==> src/rtl/dst_reg_pipe.sv <==
// rtl/dst_reg_pipe.sv - write-back destination selector with stall/flush pipeline and forwarding match
//
// Decodes rt / link / rd into a destination register number plus write-enable.
// It then carries the pair through STAGES pipeline registers (stage 0 = EX,
// stage STAGES-1 = WB). The last stage drives the register-file write port.
// Each source register is also matched against the in-flight stages for the
// forwarding unit.
//
// Optional feature: define DST_PIPE_CHECK_EN to enable the sticky illegal-select
// flag on sel_err. When the macro is undefined, sel_err is tied to 0.
//
// Ports:
//   clk        in   rising-edge clock
//   reset      in   synchronous, active-high
//   stall      in   freeze all stages
//   flush      in   insert a bubble into stage 0 (older stages still advance)
//   in_valid   in   decode-stage instruction valid
//   reg_write  in   decode-stage instruction writes a register
//   reg_rt     in   rt field
//   reg_rd     in   rd field
//   sel_reg    in   00 rt, 01 LINK_REG, 10 rd, 11 illegal
//   src_rs     in   decode-stage source rs
//   src_rt     in   decode-stage source rt
//   stage_dst  out  per-stage dst, stage k in bits [k*NBITS +: NBITS]
//   stage_we   out  per-stage write-enable
//   wb_dst     out  last-stage dst
//   wb_we      out  last-stage write-enable
//   fwd_rs     out  0 = no match, k+1 = youngest matching stage k
//   fwd_rt     out  as fwd_rs, for src_rt
//   sel_err    out  sticky illegal-select flag

module dst_reg_pipe #(
    parameter int NBITS    = 5,
    parameter int SELBITS  = 2,
    parameter int STAGES   = 3,
    parameter int LINK_REG = 31,
    localparam int FW      = $clog2(STAGES + 1)
) (
    input  logic                      clk,
    input  logic                      reset,
    input  logic                      stall,
    input  logic                      flush,
    input  logic                      in_valid,
    input  logic                      reg_write,
    input  logic [NBITS-1:0]          reg_rt,
    input  logic [NBITS-1:0]          reg_rd,
    input  logic [SELBITS-1:0]        sel_reg,
    input  logic [NBITS-1:0]          src_rs,
    input  logic [NBITS-1:0]          src_rt,
    output logic [STAGES*NBITS-1:0]   stage_dst,
    output logic [STAGES-1:0]         stage_we,
    output logic [NBITS-1:0]          wb_dst,
    output logic                      wb_we,
    output logic [FW-1:0]             fwd_rs,
    output logic [FW-1:0]             fwd_rt,
    output logic                      sel_err
);

    logic [NBITS-1:0] dst_d;
    logic             we_d;
    logic             sel_legal;

    logic [NBITS-1:0] dst_q [STAGES];
    logic [STAGES-1:0] we_q;

    // Destination decode. An illegal select decodes to register 0 with no
    // write. Register 0 is hard-wired, so it is never marked as written.
    always_comb begin
        dst_d     = '0;
        sel_legal = 1'b1;
        case (sel_reg)
            SELBITS'(0): dst_d = reg_rt;
            SELBITS'(1): dst_d = NBITS'(LINK_REG);
            SELBITS'(2): dst_d = reg_rd;
            default: begin
                dst_d     = '0;
                sel_legal = 1'b0;
            end
        endcase
        we_d = in_valid & reg_write & sel_legal & (dst_d != '0);
    end

    // Pipeline chain. Flush only bubbles stage 0, so older in-flight writes
    // still retire. Flush overrides stall, which means the rest of the chain
    // advances even during a stall.
    always_ff @(posedge clk) begin
        if (reset) begin
            for (int k = 0; k < STAGES; k++) begin
                dst_q[k] <= '0;
            end
            we_q <= '0;
        end else if (flush || !stall) begin
            if (flush) begin
                dst_q[0] <= '0;
                we_q[0]  <= 1'b0;
            end else begin
                dst_q[0] <= dst_d;
                we_q[0]  <= we_d;
            end
            for (int k = 1; k < STAGES; k++) begin
                dst_q[k] <= dst_q[k-1];
                we_q[k]  <= we_q[k-1];
            end
        end
    end

    genvar g;
    generate
        for (g = 0; g < STAGES; g++) begin : g_out
            assign stage_dst[g*NBITS +: NBITS] = dst_q[g];
        end
    endgenerate

    assign stage_we = we_q;
    assign wb_dst   = dst_q[STAGES-1];
    assign wb_we    = we_q[STAGES-1];

    // Forwarding match. The loop scans from oldest to youngest, so the
    // youngest matching stage is written last and wins.
    always_comb begin
        fwd_rs = '0;
        fwd_rt = '0;
        for (int k = STAGES - 1; k >= 0; k--) begin
            if (we_q[k] && (dst_q[k] == src_rs)) begin
                fwd_rs = FW'(k + 1);
            end
            if (we_q[k] && (dst_q[k] == src_rt)) begin
                fwd_rt = FW'(k + 1);
            end
        end
        if (src_rs == '0) begin
            fwd_rs = '0;
        end
        if (src_rt == '0) begin
            fwd_rt = '0;
        end
    end

`ifdef DST_PIPE_CHECK_EN
    logic sel_err_q;

    always_ff @(posedge clk) begin
        if (reset) begin
            sel_err_q <= 1'b0;
        end else if (in_valid && !sel_legal && !stall) begin
            sel_err_q <= 1'b1;
        end
    end

    assign sel_err = sel_err_q;
`else
    assign sel_err = 1'b0;
`endif

endmodule
==> config.mk <==
export PLATFORM = sky130hd
export DESIGN_NAME = dst_reg_pipe
export DESIGN_NICKNAME = d
export VERILOG_FILES = /design/src/rtl/dst_reg_pipe.sv
export SDC_FILE = /design/constraint.sdc
export NUM_CORES = 1
export LEC_CHECK = 0
export BUFFER_PORTS_ARGS = -buffer_cell sky130_fd_sc_hd__buf_2
export CORE_MARGIN = 2
export CORE_UTILIZATION = 42
export DETAILED_ROUTE_END_ITERATION = 16
export GPL_ROUTABILITY_DRIVEN = 0
export HOLD_SLACK_MARGIN = 0.12
export PLACE_DENSITY = 0.75
export SETUP_SLACK_MARGIN = 0.3
export SLEW_MARGIN = 20
export SYNTH_ARGS = -nofsm -noshare
export SYNTH_HDL_FRONTEND = slang
export SYNTH_SLANG_ARGS = --single-unit
==> constraint.sdc <==
create_clock -name clk -period 1.55 [get_ports clk]
set_clock_uncertainty 0.2 [all_clocks]
set_input_delay 0.155 -clock clk [delete_from_list [all_inputs] [get_ports clk]]
set_output_delay 0.155 -clock clk [all_outputs]
set_load 0.05 [all_outputs]
* After elaboration in Yosys (flattened, before gate mapping)
Memories as Yosys holds them, arrays and structs flattened.
Cells that the tools add are included.
** Cells by class
- Mux-type cells :: 28
- Bitwise logic cells :: 7
- Reductions and logical operators :: 13
- Equality and inequality tests :: 8
** Operator list (number)
- 5-bit equality test :: 6
- 5-bit two-way mux :: 4
- 2-bit two-way mux :: 8
- 1-bit two-way mux :: 15
- 5-bit case mux with 3 select lines :: 1
- 5-bit zero test :: 2
- 1-bit logical AND :: 6
- 5-bit nonzero test :: 1
- 1-bit OR :: 4
- 1-bit bitwise AND :: 3
- 3-bit OR reduction :: 1
- 2-bit by 1-bit equality test with 1-bit output, second input constant :: 1
- 2-bit equality test, second input constant :: 1
- 2-bit zero test :: 1
- 1-bit zero test :: 1
- 1-bit logical OR :: 1
** Word-level totals
- Memory bits (writable) :: 15
- Flip-flop bits (word level) :: 3
- Output and inout bits :: 29
- Memories kept :: 1
- Input bits :: 28
** Memories
- dst_q :: words 3, bits a word 5, rd ports 3, clocked after Yosys merged registers in 0, write ports 3, RTL line 63 : logic [NBITS-1:0] dst_q [STAGES];

* Logic depth before layout (Yosys ltp)
Gate-level depths: netlist of the first run.
- Word-level depth :: 7
- Gate-level depth with buffers :: 4

* Least setup slack after synthesis of the first run
Ideal clock, no wire load.
- Kind :: register to output
- Start :: memory dst_q[1][2] (netlist: dst_q[0][7])
- End :: output fwd_rt[1]
- Cell stages (with the launch flop) :: 5
- Path buffers :: 0
- Data arrival time :: 2099 ps
- Setup slack :: -904 ps
- Path through :: edfxtp_1 xor2_1 nor4_1 nand3_1 a221oi_2
** RTL lines
- start, declared :: RTL line 63
- end, declared :: RTL line 55 : output logic [FW-1:0] fwd_rt,

==> flow_summary.toml, run 1 <==
[placement]
placedCellCount = 229
placed_cell_area_sq_mm = 0.00175
io_buffer_count = 55
place_hpwl_mm = 2.80

[worst_hold_path]
hold_start = "reg_rt[3]"
hold_path.class = "input port to flop"
whs_path_depth = 4

[setup_path]
required_ps = 1190
r2r_cells = 3
slowest_stage = "edfxtp_1"
setup.worst_path.class = "flop to output pin"
path_max_fanout = 3
crit_arrival_ps = 1940
cp.depth = 6
slowest_delay_ps = 450
critical_path.startpoint_type = "flop"
critical_path_buf_inv_count = 2
r2r-start = "dst_q[0][9]"
cp_top_family = "flip-flops"
critPathLaunch = "dst_q[0][12]"
end_kind = "output pin"
path_cells = "xor2_1 > nor4_2 > buf_4 > nand3_2 > a221oi_4 > buf_6"

[sta]
setup_viol = 4
worst_slack_ps = -747
slew_headroom_pct = 47.6
fmax_mhz = 435
worst-slew-pin-transition_ps = 785
period_share_pct = 148
rsz0062_at_grt = "yes"
hold_violations = 0
slew_violations = 0
totalNegativeSetupSlack_ps = -2840
fin_hold_ws_ps = 90.1
period_needed_ps = 2300

[clock_tree]
clkLatencyLatePin_ps = 290
holdBufCountCts = 11
cts_buffers = 3
cts.sinks = 18
clock_path_buffers = 2
cts_tree = "built"
cts_max_level = 1
cts_root_buf = "clkbuf_4"
clk_pin_slew_ps = 110

[synthesis]
synth_flop_cell = "edfxtp_1"
yosysSeqAreaShare_pct = 39.3
syn_nets = 156
async_reset_ff_share_pct = 0
netlist_instances = 128
yosys.area.top_type = "edfxtp_1"
synth.distinct_cells = 32
synthTopCellsByCount = "24 x xor2_1, 15 x edfxtp_1, 11 x and2_1"
synth.yosys.warnings = 0
ys_ff_latch = 18
avgSynthCellArea_sq_um = 10.2
yosysMostFrequentCell = "xor2_1"
netlist_top_cells_area = "edfxtp_1 35%, xor2_1 16%, and2_1 5.3%"
synth_edf_count = 15
synth_area_sq_mm = 0.00130
synth_top_area_share_pct = 34.6

[global_route]
grt_usage_pct = 23.0
grt_start_max_net_pins = 13
overflow = 0
grt_pass1_vias = 1345
grt_pass1_wl_mm = 6.02
antenna_found_initial = 0

[cells_and_area]
final_cell_area_sq_mm = 0.00235
syn_to_final_growth_pct = 81.1
fillers = 181
diodes = 0
fin_cells = 252
multi_input_area_sq_um = 776
drive_gt1_share_pct = 50.7
fin_nets = 248
seq_area_sq_um = 519

[routing]
drtIter0Drc = 93
num_vias = 1377
first_pass_iters = 4
routed_wl_mm = 4.40
ant_nets = 0
drt-vias-per-instance = 5.46
wl_per_cell_microns = 17.5
drc = 0

[die]
die_area_sq_mm = 0.00356
ios = 57
die_w_microns = 59.6
initial_utilization_pct = 43.3
rows = 20
core-area_sq_mm = 0.00300
die_h_microns = 59.6

[flow_run]
drv_cap = 0

[power]
peakVddDrop_mv = 0.275
power_density_mw_per_mm2 = 623
p_leak_nw = 1.05

[outcome]
violations = "negative setup slack"
status = "finished, violations left"
routing by layer:
| layer | routed length [microns] | track usage, % |
|---|---|---|
| met5 | 0 | 0 |
| met4 | 109 | 10.8 |
| met3 | 221 | 2.62 |
| met2 | 2510 | 43.2 |
| met1 | 1560 | 25.3 |
cell type report:
cell class / count / area share, %
repair buffers: 98 / 41.2
multi-input cells: 96 / 32.9
well taps: 33 / 1.75
clock buffers: 4 / 1.54
flip-flops and latches: 18 / 22.1
inverters: 3 / 0.478
path summary, 6_finish.rpt:
kind	to	slack, ps
hold / removal	stage_we[0]	90
setup / recovery	fwd_rs[1]	-750
setup reg to reg	dst_q[0][14]	250
hold reg to reg	stage_we[2]	400
registers in the layout, indices dropped and copies added (netlist names):
name      cells
stage_we      3
dst_q        15
cell families (layout without fill, tap and decap cells):
family | Yosys count | after routing | synth area share [%]
xor gates and xnor gates | 30 | 30 | 20.2
buffers and inverters | 14 | 105 | 6.26
and+or+nand+nor | 50 | 50 | 24.1
AOI/OAI and AO/OA | 15 | 15 | 9.91
other | 1 | 1 | 0.288
DFF | 18 | 18 | 39.3
stage by stage:
stage / utilization [%] / setup slack, ps / power [W]
after floorplan: - / -693 / 0.000862
after global placement: 58.3 / -449 / 0.000995
after detailed placement: 58.3 / -492 / 0.00101
after CTS: 73.3 / -736 / 0.00141
after global routing: 78.4 / -878 / 0.00152
final: 78.4 / -747 / 0.00147
layout by cell type, fill, tap and decap left out, types with 6 or more instances in the layout:
cell type	instances
buf_6	24
and2_1	10
buf_2	25
buf_8	24
xnor2_1	6
edfxtp_1	15
dlygate4sd3_1	11
nor3_1	6
xor2_1	24
buf_4	13
report_power, final:
group	switching (W)	internal [W]	leakage, nW
sequential	0.0000325	0.000549	0.199
clock	0.000150	0.000143	0.0210
combinational	0.000317	0.000275	0.828
total	0.000499	0.000968	1.05
worst min-delay path, stage by stage:
cell	delay [ps]
buf_2	110
nor4_4	50
nor3_2	90
a22o_1	140
what timing repair did:
action	CTS	global route
setup endpoints to repair	28	27
pin swaps	9	7
endpoints found under the hold margin	6	2
buffers inserted	2	6
gates resized for setup	87	27
Note: power is estimated with default switching activity, not from simulation.
==> run 2: changes to the inputs <==
PLACE_DENSITY = unset   (was 0.75)
PLACE_DENSITY_LB_ADDON = 0.15   (was unset)
TNS_END_PERCENT = 10   (was unset)
==> run 2 against run 1 <==
  * The flow still finishes with violations (negative setup slack)
  * Global-route usage fell by 0.52 points
  * Via count fell by 6.4%
  * Cell count shrank 0.79%
  * Fmax about the same
  * Wire length shrank 15%
==> flow_summary.toml, run 2 (synthesized netlist as in run 1, its figures left out) <==
[outcome]
status = "finished, violations left"
violations = "negative setup slack"

[die]
die_h_microns = 59.6
initial_utilization_pct = 43.3
rows = 20
die_area_sq_mm = 0.00356
core-area_sq_mm = 0.00300
ios = 57
die_w_microns = 59.6

[setup_path]
r2r-start = "dst_q[0][3]"
rr_endpoint = "dst_q[0][8]"
slowest_delay_ps = 470
setup.worst_path.class = "flop to output pin"
critical_path_buf_inv_count = 1
rrSetupSlack_ps = 360
critical_path.startpoint_type = "flop"
cp_top_family = "simple AND/OR/NAND/NOR gates"
path_max_fanout = 3
crit_arrival_ps = 1940
path_cells = "xor2_1 > nor4_1 > nand3_1 > a221oi_4 > buf_6"
cp.depth = 5
end_kind = "output pin"
r2r_cells = 2
required_ps = 1190
slowest_stage = "edfxtp_1"

[global_route]
grt_pass1_vias = 1345
overflow = 0
antenna_found_initial = 0
grt_busiest_layer = "met2"
gr-usage-met3_pct = 2.84
grt_start_max_net_pins = 13
grt_pass1_wl_mm = 5.94
grt_usage_pct = 22.4
use_met1_pct = 24.3
use_met2_pct = 45.2

[cells_and_area]
regMostFlops = "dst_q"
final_util_pct = 75.9
syn_to_final_growth_pct = 75.4
layout_commonest_cell = "buf_2"
largest_reg_flops = 15
fin_nets = 246
drive_gt1_share_pct = 46.5
final_cell_mix = "29 x buf_2, 22 x xor2_1, 22 x buf_6, 20 x buf_8, 15 x edfxtp_1"
diodes = 0

[clock_tree]
cts_max_level = 1
clock_path_buffers = 2
cts_root_buf = "clkbuf_4"
cts_buffers = 3
clkLatencyLatePin_ps = 280
cts_tree = "built"
cts.sinks = 18
clk_pin_slew_ps = 100

[placement]
place_hpwl_mm = 2.58
io_buffer_count = 55
pre_cts_ws_ps = -468

[sta]
period_needed_ps = 2300
worst-slew-pin-transition_ps = 799
period_share_pct = 148
hold_violations = 0
setup_viol = 6
slew_headroom_pct = 46.7
rsz0062_at_grt = "yes"
slew_violations = 0
fin_hold_ws_ps = 117
fmax_mhz = 435
worst_slack_ps = -747

[flow_run]
drv_cap = 0

[routing]
num_vias = 1289
drc = 0
routed_wl_mm = 3.74
first_pass_iters = 5
wl_per_cell_microns = 15.0
drtIter0Drc = 50
ant_nets = 0
drt-vias-per-instance = 5.16

[power]
p_leak_nw = 1.03
peakVddDrop_mv = 0.328
power_density_mw_per_mm2 = 611

[worst_hold_path]
whs_endpoint = "stage_we[0]"
hold_start = "reg_rt[1]"
hold_path.class = "input port to flop"
whs_path_depth = 4
==> run 2: changes by cell type in the layout (fill, tap and decap cells not counted), sizes merged <==
| cell | previous run | this run |
|---|---|---|
| clkinv | 0 | 1 |
| buf | 86 | 83 |
| dlygate4sd3 | 11 | 13 |
| clkbuf | 5 | 3 |
==> run 2: area by class of cell <==
type / instances / area, sq um
Inverter: 3 / 11.3
Timing Repair Buffer: 96 / 913
Multi-Input combinational cell: 96 / 772
Sequential cell: 18 / 515
Clock buffer: 3 / 22.5
Tap cell: 33 / 41.3
Clock inverter: 1 / 3.75
Fill cell: 207 / 723
==> run 2: layer usage <==
| metal | up-vias | routed length [microns] |
|---|---|---|
| met2 | 50 | 2110 |
| met3 | 4 | 199 |
| li1 | 630 | - |
| met1 | 605 | 1400 |
| met4 | 0 | 29 |
| met5 | - | 0 |
==> run 2: timing repair <==
item | CTS | global route
resized for setup | 63 | 40
hold buffers | 13 | 0
endpoints found under the hold margin | 6 | 0
pin swaps | 3 | 6
setup endpoints to repair | 28 | 40
buffers inserted | 0 | 3
==> run 2: report_power, final <==
| group | total, W | internal [W] | leakage, nW | switching, W |
|---|---|---|---|---|
| clock | 0.000235 | 0.0000934 | 0.0154 | 0.000141 |
| combinational | 0.000574 | 0.000268 | 0.816 | 0.000306 |
| sequential | 0.000584 | 0.000551 | 0.199 | 0.0000328 |
| total | 0.00139 | 0.000913 | 1.03 | 0.000480 |
==> run 2: metrics by stage <==
| step | instances | cell area, sq um | total power [W] | TNS [ps] |
|---|---|---|---|---|
| after global routing | 250 | 2280 | 0.00146 | -3320 |
| after global placement | 230 | 1760 | 0.00100 | -1650 |
| after floorplan | 128 | 1320 | 0.000856 | -2530 |
| after CTS | 247 | 2130 | 0.00135 | -2630 |
| after detailed placement | 230 | 1760 | 0.00101 | -1750 |
| final | 250 | 2280 | 0.00139 | -2860 |
==> run 2: how the worst max path moves through the flow <==
| stage | end | from |
|---|---|---|
| finish | fwd_rs[1] | dst_q[0][8] |
| global route | fwd_rt[1] | dst_q[0][14] |
| CTS | fwd_rs[1] | dst_q[0][12] |
| detailed placement | fwd_rs[1] | dst_q[0][12] |
| global placement | fwd_rs[1] | dst_q[0][8] |
| floorplan | fwd_rs[1] | dst_q[0][12] |
==> run 2: worst register-to-register path: stages, from the launching register on <==
cell	delay, ps
edfxtp_1	470
buf_6	160
and2_1	130
